==> src/rtl/oisc8_pkg.sv <==
// Shared types and constants for the OISC8 memory block.
// Holds the stack-engine state encoding and the default spill base address.
package oisc8_pkg;

   typedef enum logic {STK_IDLE, STK_REFILL} e_stack_state;

   localparam logic [23:0] STACK_BASE_ADDR = 24'hFFFFFF;

endpackage

==> src/rtl/oisc_stack_unit.sv <==
// Hardware stack: TOS held in a register, deeper entries spilled downward into shared RAM.
// Optional high-water mark enabled by defining OISC_STACK_WATERMARK_EN.
module oisc_stack_unit
   import oisc8_pkg::*;
#(
   parameter int unsigned             DWIDTH     = 8,
   parameter int unsigned             DEPTH      = 256,
   parameter int unsigned             RAM_AWIDTH = 24,
   parameter int unsigned             RAM_DWIDTH = 16,
   parameter logic [RAM_AWIDTH-1:0]   BASE_ADDR  = RAM_AWIDTH'(STACK_BASE_ADDR)
) (
   input  logic                          clk,
   input  logic                          rst,
   input  logic                          push,
   input  logic [DWIDTH-1:0]             push_data,
   input  logic                          pop,
   output logic [DWIDTH-1:0]             pop_data,
   output logic                          ready,
   input  logic                          flush,
   output logic [$clog2(DEPTH+1)-1:0]    count,
   output logic                          empty,
   output logic                          full,
   output logic                          overflow,
   output logic                          underflow,
   output logic [RAM_AWIDTH-1:0]         ram_addr,
   output logic                          ram_rd_en,
   output logic                          ram_wr_en,
   output logic [RAM_DWIDTH-1:0]         ram_wr_data,
   input  logic [RAM_DWIDTH-1:0]         ram_rd_data,
   output logic [$clog2(DEPTH+1)-1:0]    hwm
);

   localparam int unsigned    CW      = $clog2(DEPTH+1);
   localparam logic [CW-1:0]  DEPTH_C = CW'(DEPTH);
   localparam logic [CW-1:0]  ONE_C   = CW'(1);

   e_stack_state       state, state_next;
   logic [DWIDTH-1:0]  tos, tos_next;
   logic [CW-1:0]      count_next;
   logic               set_ovf, set_unf;
   logic               go, do_push, do_pop;
   logic               unused_rd_bits;

   // Upper RAM data bits beyond DWIDTH are intentionally dropped on refill.
   assign unused_rd_bits = ^{1'b0, ram_rd_data};

   assign ready    = (state == STK_IDLE);
   assign empty    = (count == '0);
   assign full     = (count == DEPTH_C);
   assign pop_data = empty ? '0 : tos;

   assign go      = ready && !rst && !flush;
   assign do_push = go && push;
   assign do_pop  = go && pop;

   always_comb begin
      state_next  = state;
      tos_next    = tos;
      count_next  = count;
      set_ovf     = 1'b0;
      set_unf     = 1'b0;
      ram_addr    = '0;
      ram_rd_en   = 1'b0;
      ram_wr_en   = 1'b0;
      ram_wr_data = '0;

      if (state == STK_REFILL) begin
         tos_next   = ram_rd_data[DWIDTH-1:0];
         state_next = STK_IDLE;
      end else if (do_push && do_pop) begin
         tos_next = push_data;
         if (empty) begin
            count_next = ONE_C;
            set_unf    = 1'b1;
         end
      end else if (do_push) begin
         if (empty) begin
            tos_next   = push_data;
            count_next = ONE_C;
         end else if (full) begin
            set_ovf = 1'b1;
         end else begin
            ram_wr_en   = 1'b1;
            ram_addr    = BASE_ADDR - RAM_AWIDTH'(count - ONE_C);
            ram_wr_data = RAM_DWIDTH'(tos);
            tos_next    = push_data;
            count_next  = count + ONE_C;
         end
      end else if (do_pop) begin
         if (empty) begin
            set_unf = 1'b1;
         end else if (count == ONE_C) begin
            tos_next   = '0;
            count_next = '0;
         end else begin
            ram_rd_en  = 1'b1;
            ram_addr   = BASE_ADDR - RAM_AWIDTH'(count - CW'(2));
            count_next = count - ONE_C;
            state_next = STK_REFILL;
         end
      end

      // Flush overrides everything, including a pending refill load.
      if (flush) begin
         state_next = STK_IDLE;
         tos_next   = '0;
         count_next = '0;
      end
   end

   always_ff @(posedge clk) begin
      if (rst) begin
         state     <= STK_IDLE;
         tos       <= '0;
         count     <= '0;
         overflow  <= 1'b0;
         underflow <= 1'b0;
      end else begin
         state <= state_next;
         tos   <= tos_next;
         count <= count_next;
         if (set_ovf) overflow  <= 1'b1;
         if (set_unf) underflow <= 1'b1;
      end
   end

`ifdef OISC_STACK_WATERMARK_EN
   always_ff @(posedge clk) begin
      if (rst) begin
         hwm <= '0;
      end else if (count_next > hwm) begin
         hwm <= count_next;
      end
   end
`else
   assign hwm = '0;
`endif

endmodule

==> config.mk <==
export PLATFORM = sky130hd
export DESIGN_NAME = oisc_stack_unit
export DESIGN_NICKNAME = d
export VERILOG_FILES = /design/src/rtl/oisc8_pkg.sv /design/src/rtl/oisc_stack_unit.sv
export SDC_FILE = /design/constraint.sdc
export NUM_CORES = 1
export LEC_CHECK = 0
export CAP_MARGIN = 20
export CORE_ASPECT_RATIO = 0.5
export CORE_UTILIZATION = 44
export CTS_CLUSTER_DIAMETER = 60
export DETAILED_ROUTE_END_ITERATION = 6
export PLACE_DENSITY = 0.87
export RECOVER_POWER = 25
export SKIP_LAST_GASP = 1
export SYNTH_ARGS = -nofsm -noshare
export SYNTH_HDL_FRONTEND = slang
export SYNTH_SLANG_ARGS = --single-unit
==> constraint.sdc <==
create_clock -name clk -period 7.94 [get_ports clk]
set_input_delay 1.588 -clock clk [delete_from_list [all_inputs] [get_ports clk]]
set_output_delay 1.588 -clock clk [all_outputs]
set_load 0.01 [all_outputs]
-- Yosys cells after proc, flatten, opt, wreduce, memory -nomap -nowiden
Cells that the tools add are included.
Widths: inputs -> output; s select.
- register bits: 20
- input port bits: 29
- output and inout bits: 73
- logic and storage cells: 84
- add/subtract/negate cells: 6
- equality and inequality tests: 7
- multiplexer cells: 51
- bitwise operators: 1
- reduce and logical (&&, ||, !) cells: 14
- operator list (cell ; number):
    $mux 24 ; 8
    $mux 8 ; 14
    $mux 9 ; 8
    $sub 1x10->11 const A ; 2
    $mux 1 ; 21
    $sub 9x1->10 const B ; 1
    $sub 9x2->10 const B ; 1
    $add 9x1->9 const B ; 1
    $eq 9x1->1 const B ; 1
    $eq 9x9->1 const B ; 1
    $logic_not 9->1 ; 1
    $sub 9x1->9 const B ; 1
    $reduce_bool 4->1 ; 2
    $logic_and 1x1->1 ; 5
    $ne 5x4->1 const B ; 1
    $reduce_and 5->1 ; 1
    $ne 4x1->1 const B ; 1
    $reduce_and 4->1 ; 1
    $ne 3x1->1 const B ; 1
    $ne 3x3->1 const B ; 1
    $reduce_bool 3->1 ; 1
    $logic_not 1->1 ; 2
    $ne 2x2->1 const B ; 1
    $reduce_or 2->1 ; 1
    $not 1->1 ; 1

-- Logic depth before layout (Yosys ltp)
- depth after elaboration: 8
- depth in mapped cells: 10
- mapped depth without buffers: 7

-- Worst setup path before layout
Ideal clock, no wire load.
- path kind: input to output
- start point: in rst
- end point: out ram_addr[10]
- arrival time: 4326 ps
- required time: 6352 ps
- path slack: 2026 ps
- cell stages on the path: 7
- path buffers: 3
- cell sequence: buf_6 -> or4b_1 -> clkbuf_2 -> a211oi_2 -> nand3_1 -> o32ai_1 -> buf_4
- word-level cells in the longest chain between the ends: 8
- elaborated cells between the ends (all ways): 10
- classes of those cells: mux (4); reduce/logical (6)
- RTL lines (element ; RTL line ; source):
    start, declared ; oisc_stack_unit.sv:13 ; input logic rst,
    $logic_not 1->1 (*) ; oisc_stack_unit.sv:52 ; assign go = ready && !rst && !flush;
    $logic_and 1x1->1 (*) (2 in series) ; oisc_stack_unit.sv:52 ;
    $logic_and 1x1->1 ; oisc_stack_unit.sv:54 ; assign do_pop = go && pop;
    $mux 24 ; oisc_stack_unit.sv:89 ; end else if (do_pop) begin
    $mux 24 ; oisc_stack_unit.sv:76 ; end else if (do_push) begin
    $mux 24 (*) ; oisc_stack_unit.sv:70 ; end else if (do_push && do_pop) begin
    $mux 24 (*) ; oisc_stack_unit.sv:67 ; if (state == STK_REFILL) begin
    end, declared ; oisc_stack_unit.sv:25 ; output logic [RAM_AWIDTH-1:0] ram_addr,
Mark *: on every way between the ends. The rest lies on a longest branch, timed or not.

-- Final worst setup path
- start point: in rst
- end point: out ram_addr[15]
Same word-level chain as after synthesis.

==> results.tsv <==
metric	value	unit
reg2reg_depth	6	
relSlewSlack	0.393	
cp-end-kind	primary output	
crit_arrival	5.23	ns
cts_root_buf	clkbuf_8	
dpl.hpwl	4230	um
nNetsFinal	345	
crit_buf_inv	3	
grt_first_pass_wirelength	9380	um
post_cts_resized	0	
ir_drop	0.0626	mV
worst_pin_slew	0.909	ns
design.portCount	102	
syn_inst	260	
fin_crit	6.82	ns
multi_input_area	1290	um2
yosysWarningCount	0	
hold_viol	0	
finClkSkew	0.00259	ns
tns	0	ns
path_cells	dlygate4sd3_1 > or4b_1 > a211oi_2 > nand3_1 > o32ai_1 > buf_4 > clkdlybuf4s50_1	
holdCritPathClass	register to register	
cts_buffers	3	
setup_violations	0	
regArea	400	um2
synth_top_area_share	0.194	
power_switching	0.164	mW
drtAntennaViolNets	0	
timing.fmax	0.147	GHz
fillers	405	
clockPowerShare	0.256	
clock_latency	0.27	ns
place_congestion	0.928	
final_area	2650	um2
switching_share	0.383	
rsz0062_at_grt	no	
cts_setup_buffers	0	
power.density	161	nW/um2
port_buffers	76	
synth_ff_type	dfxtp_1	
min_period_over_period	0.858	
htree_levels	1	
antenna_found_initial	0	
firstDrtPassIters	4	
cp_top_family	buffers and inverters	
avgSynthCellArea	7.94	um2
synth_cell_type_count	56	
n_antenna_cell	0	
overflow	0	
drc	0	
wl	5780	um
cts_tree	built	
status	finished clean	
critPathMaxFanout	15	
initialDrtViolationCount	234	
cpPeakStageDelay	0.82	ns
wl_per_cell	15.8	um
start_util	0.464	
grtUsageTotal	0.236	
p_int	0.263	mW
grt_pass1_vias	1936	
critPathRequiredTime	6.35	ns
cts.path.max_buffers	2	
drive_gt1_frac	0.0747	
drv_slew	0	
syn_area	2060	um2
hold-worst-slack	0.464	ns
critical_path_class	primary input to primary output	
synth.yosys.seq_area_share	0.194	
row_count	17	
pwr-share-seq	0.292	
grt_max_degree	19	
cp_slowest_cell	a211oi_2	
async_flop_share	0	
die_x	98.8	um
cp-start-kind	primary input	
drt-vias-per-instance	5.93	
clock_sinks	20	
core	4450	um2
synth_edf_count	0	
holdBufCountCts	0	
die_area	4980	um2
num_vias	2165	
die_h	50.4	um
path_clk_slew	0.09	ns
place_area	2600	um2
yosysTopAreaCell	dfxtp_1	
cap_violations	0	
synthToLayoutAreaGrowth	28.6	%
holdPathStages	2	
yosys-top-cells-area	dfxtp_1, buf_4, and2_1	
leakage	0.951	nW
combPwrFrac	0.452	
worst-path-stages	7	
ys_ff_latch	20	
[routing by layer]
layer  vias up  wire, um  part of all wire  track usage
met1       998      2400              0.42        0.295
met3        12       555             0.096       0.0501
met4         0        94             0.016       0.0448
met2       143      2720              0.47        0.424
met5         -         0                 0            0
li1       1012         -                 -            -
[logic make-up after synthesis]
kind of cell             count (synthesis)  share of synthesized area
XOR/XNOR                                 2                    0.00849
buffers and inverters                   60                      0.204
flip-flops                              20                      0.194
other                                    1                    0.00182
AO/OA/AOI/OAI                           81                      0.299
AND/OR/NAND/NOR                         89                      0.250
adder cells (fa/ha/maj)                  7                     0.0424
[metrics by stage]
step | utilization | total power, mW | instances | setup WS [ns]
finish | 0.597 | 0.427 | 365 | 1.12
global route | 0.597 | 0.451 | 365 | 0.915
CTS | 0.600 | 0.427 | 365 | 1.12
detailed placement | 0.584 | 0.320 | 361 | 1.12
global placement | 0.584 | 0.315 | 361 | 1.24
floorplan | - | 0.265 | 276 | 2.03
[synth_stat cells, types with 3 or more instances]
cell and count:
a211oi_1 12, a211oi_2 4, a21oi_1 10, a221oi_1 5, a22oi_1 10, a31oi_1 3, and2_1 17, buf_4 31
buf_6 4, clkbuf_1 9, clkbuf_8 4, dfxtp_1 20, ha_1 7, inv_1 8, nand2_1 17, nand3_1 5
nor2_1 20, nor3_1 5, nor3b_1 3, o21ai_0 11, o32ai_1 5
[layout by cell type, fill, tap and decap left out, drive strengths merged, types with 3 or more instances in the layout]
master / netlist / routed
nor3: 5 / 5
or3b: 3 / 3
nand3: 5 / 5
dfxtp: 20 / 20
conb: 1 / 17
nor3b: 4 / 4
o21ai: 11 / 11
a31oi: 3 / 3
o32ai: 5 / 5
a21oi: 10 / 10
a211oi: 16 / 16
nor2: 21 / 21
a22oi: 11 / 11
buf: 35 / 3
inv: 8 / 8
clkbuf: 15 / 3
dlygate4sd3: 1 / 14
nand2: 17 / 17
ha: 7 / 7
or4b: 3 / 3
and2: 17 / 17
clkdlybuf4s50: 0 / 62
a221oi: 5 / 5
[path summary, 6_finish.rpt]
kind                               from                    end  slack, ns
hold / removal    overflow$_SDFFE_PP0P_  overflow$_SDFFE_PP0P_       0.46
setup / recovery                    rst           ram_addr[15]       1.12
hold reg to reg   overflow$_SDFFE_PP0P_  overflow$_SDFFE_PP0P_       0.46
setup reg to reg  count[0]$_SDFFE_PP0P_  count[8]$_SDFFE_PP0P_       5.15
[power groups by stage]
stage	logic, mW	registers (mW)	clock network, mW
2_1_floorplan	0.148	0.117	0
3_3_place_gp	0.189	0.126	0
3_5_place_dp	0.193	0.127	0
4_1_cts	0.194	0.124	0.109
5_1_grt	0.210	0.127	0.115
6_report	0.193	0.125	0.109
[flip-flops by register name, indices dropped and copies added, names as in the netlist]
name	flops
count	9
tos	8
overflow	1
state	1
underflow	1
[worst min-delay path, cell delays in order (launching register included)]
cell and delay, ns:
dfxtp_1 0.32, inv_1 0.05, a21oi_1 0.05
[area by class of cell]
type,count,share of cell area
clock buffers,3,0.0156
clock inverters,1,0.0113
inverters,9,0.0127
multi-input cells,196,0.487
flip-flops and latches,20,0.151
well taps,57,0.0269
repair buffers,79,0.295
Power figures use the tool's default switching activity.
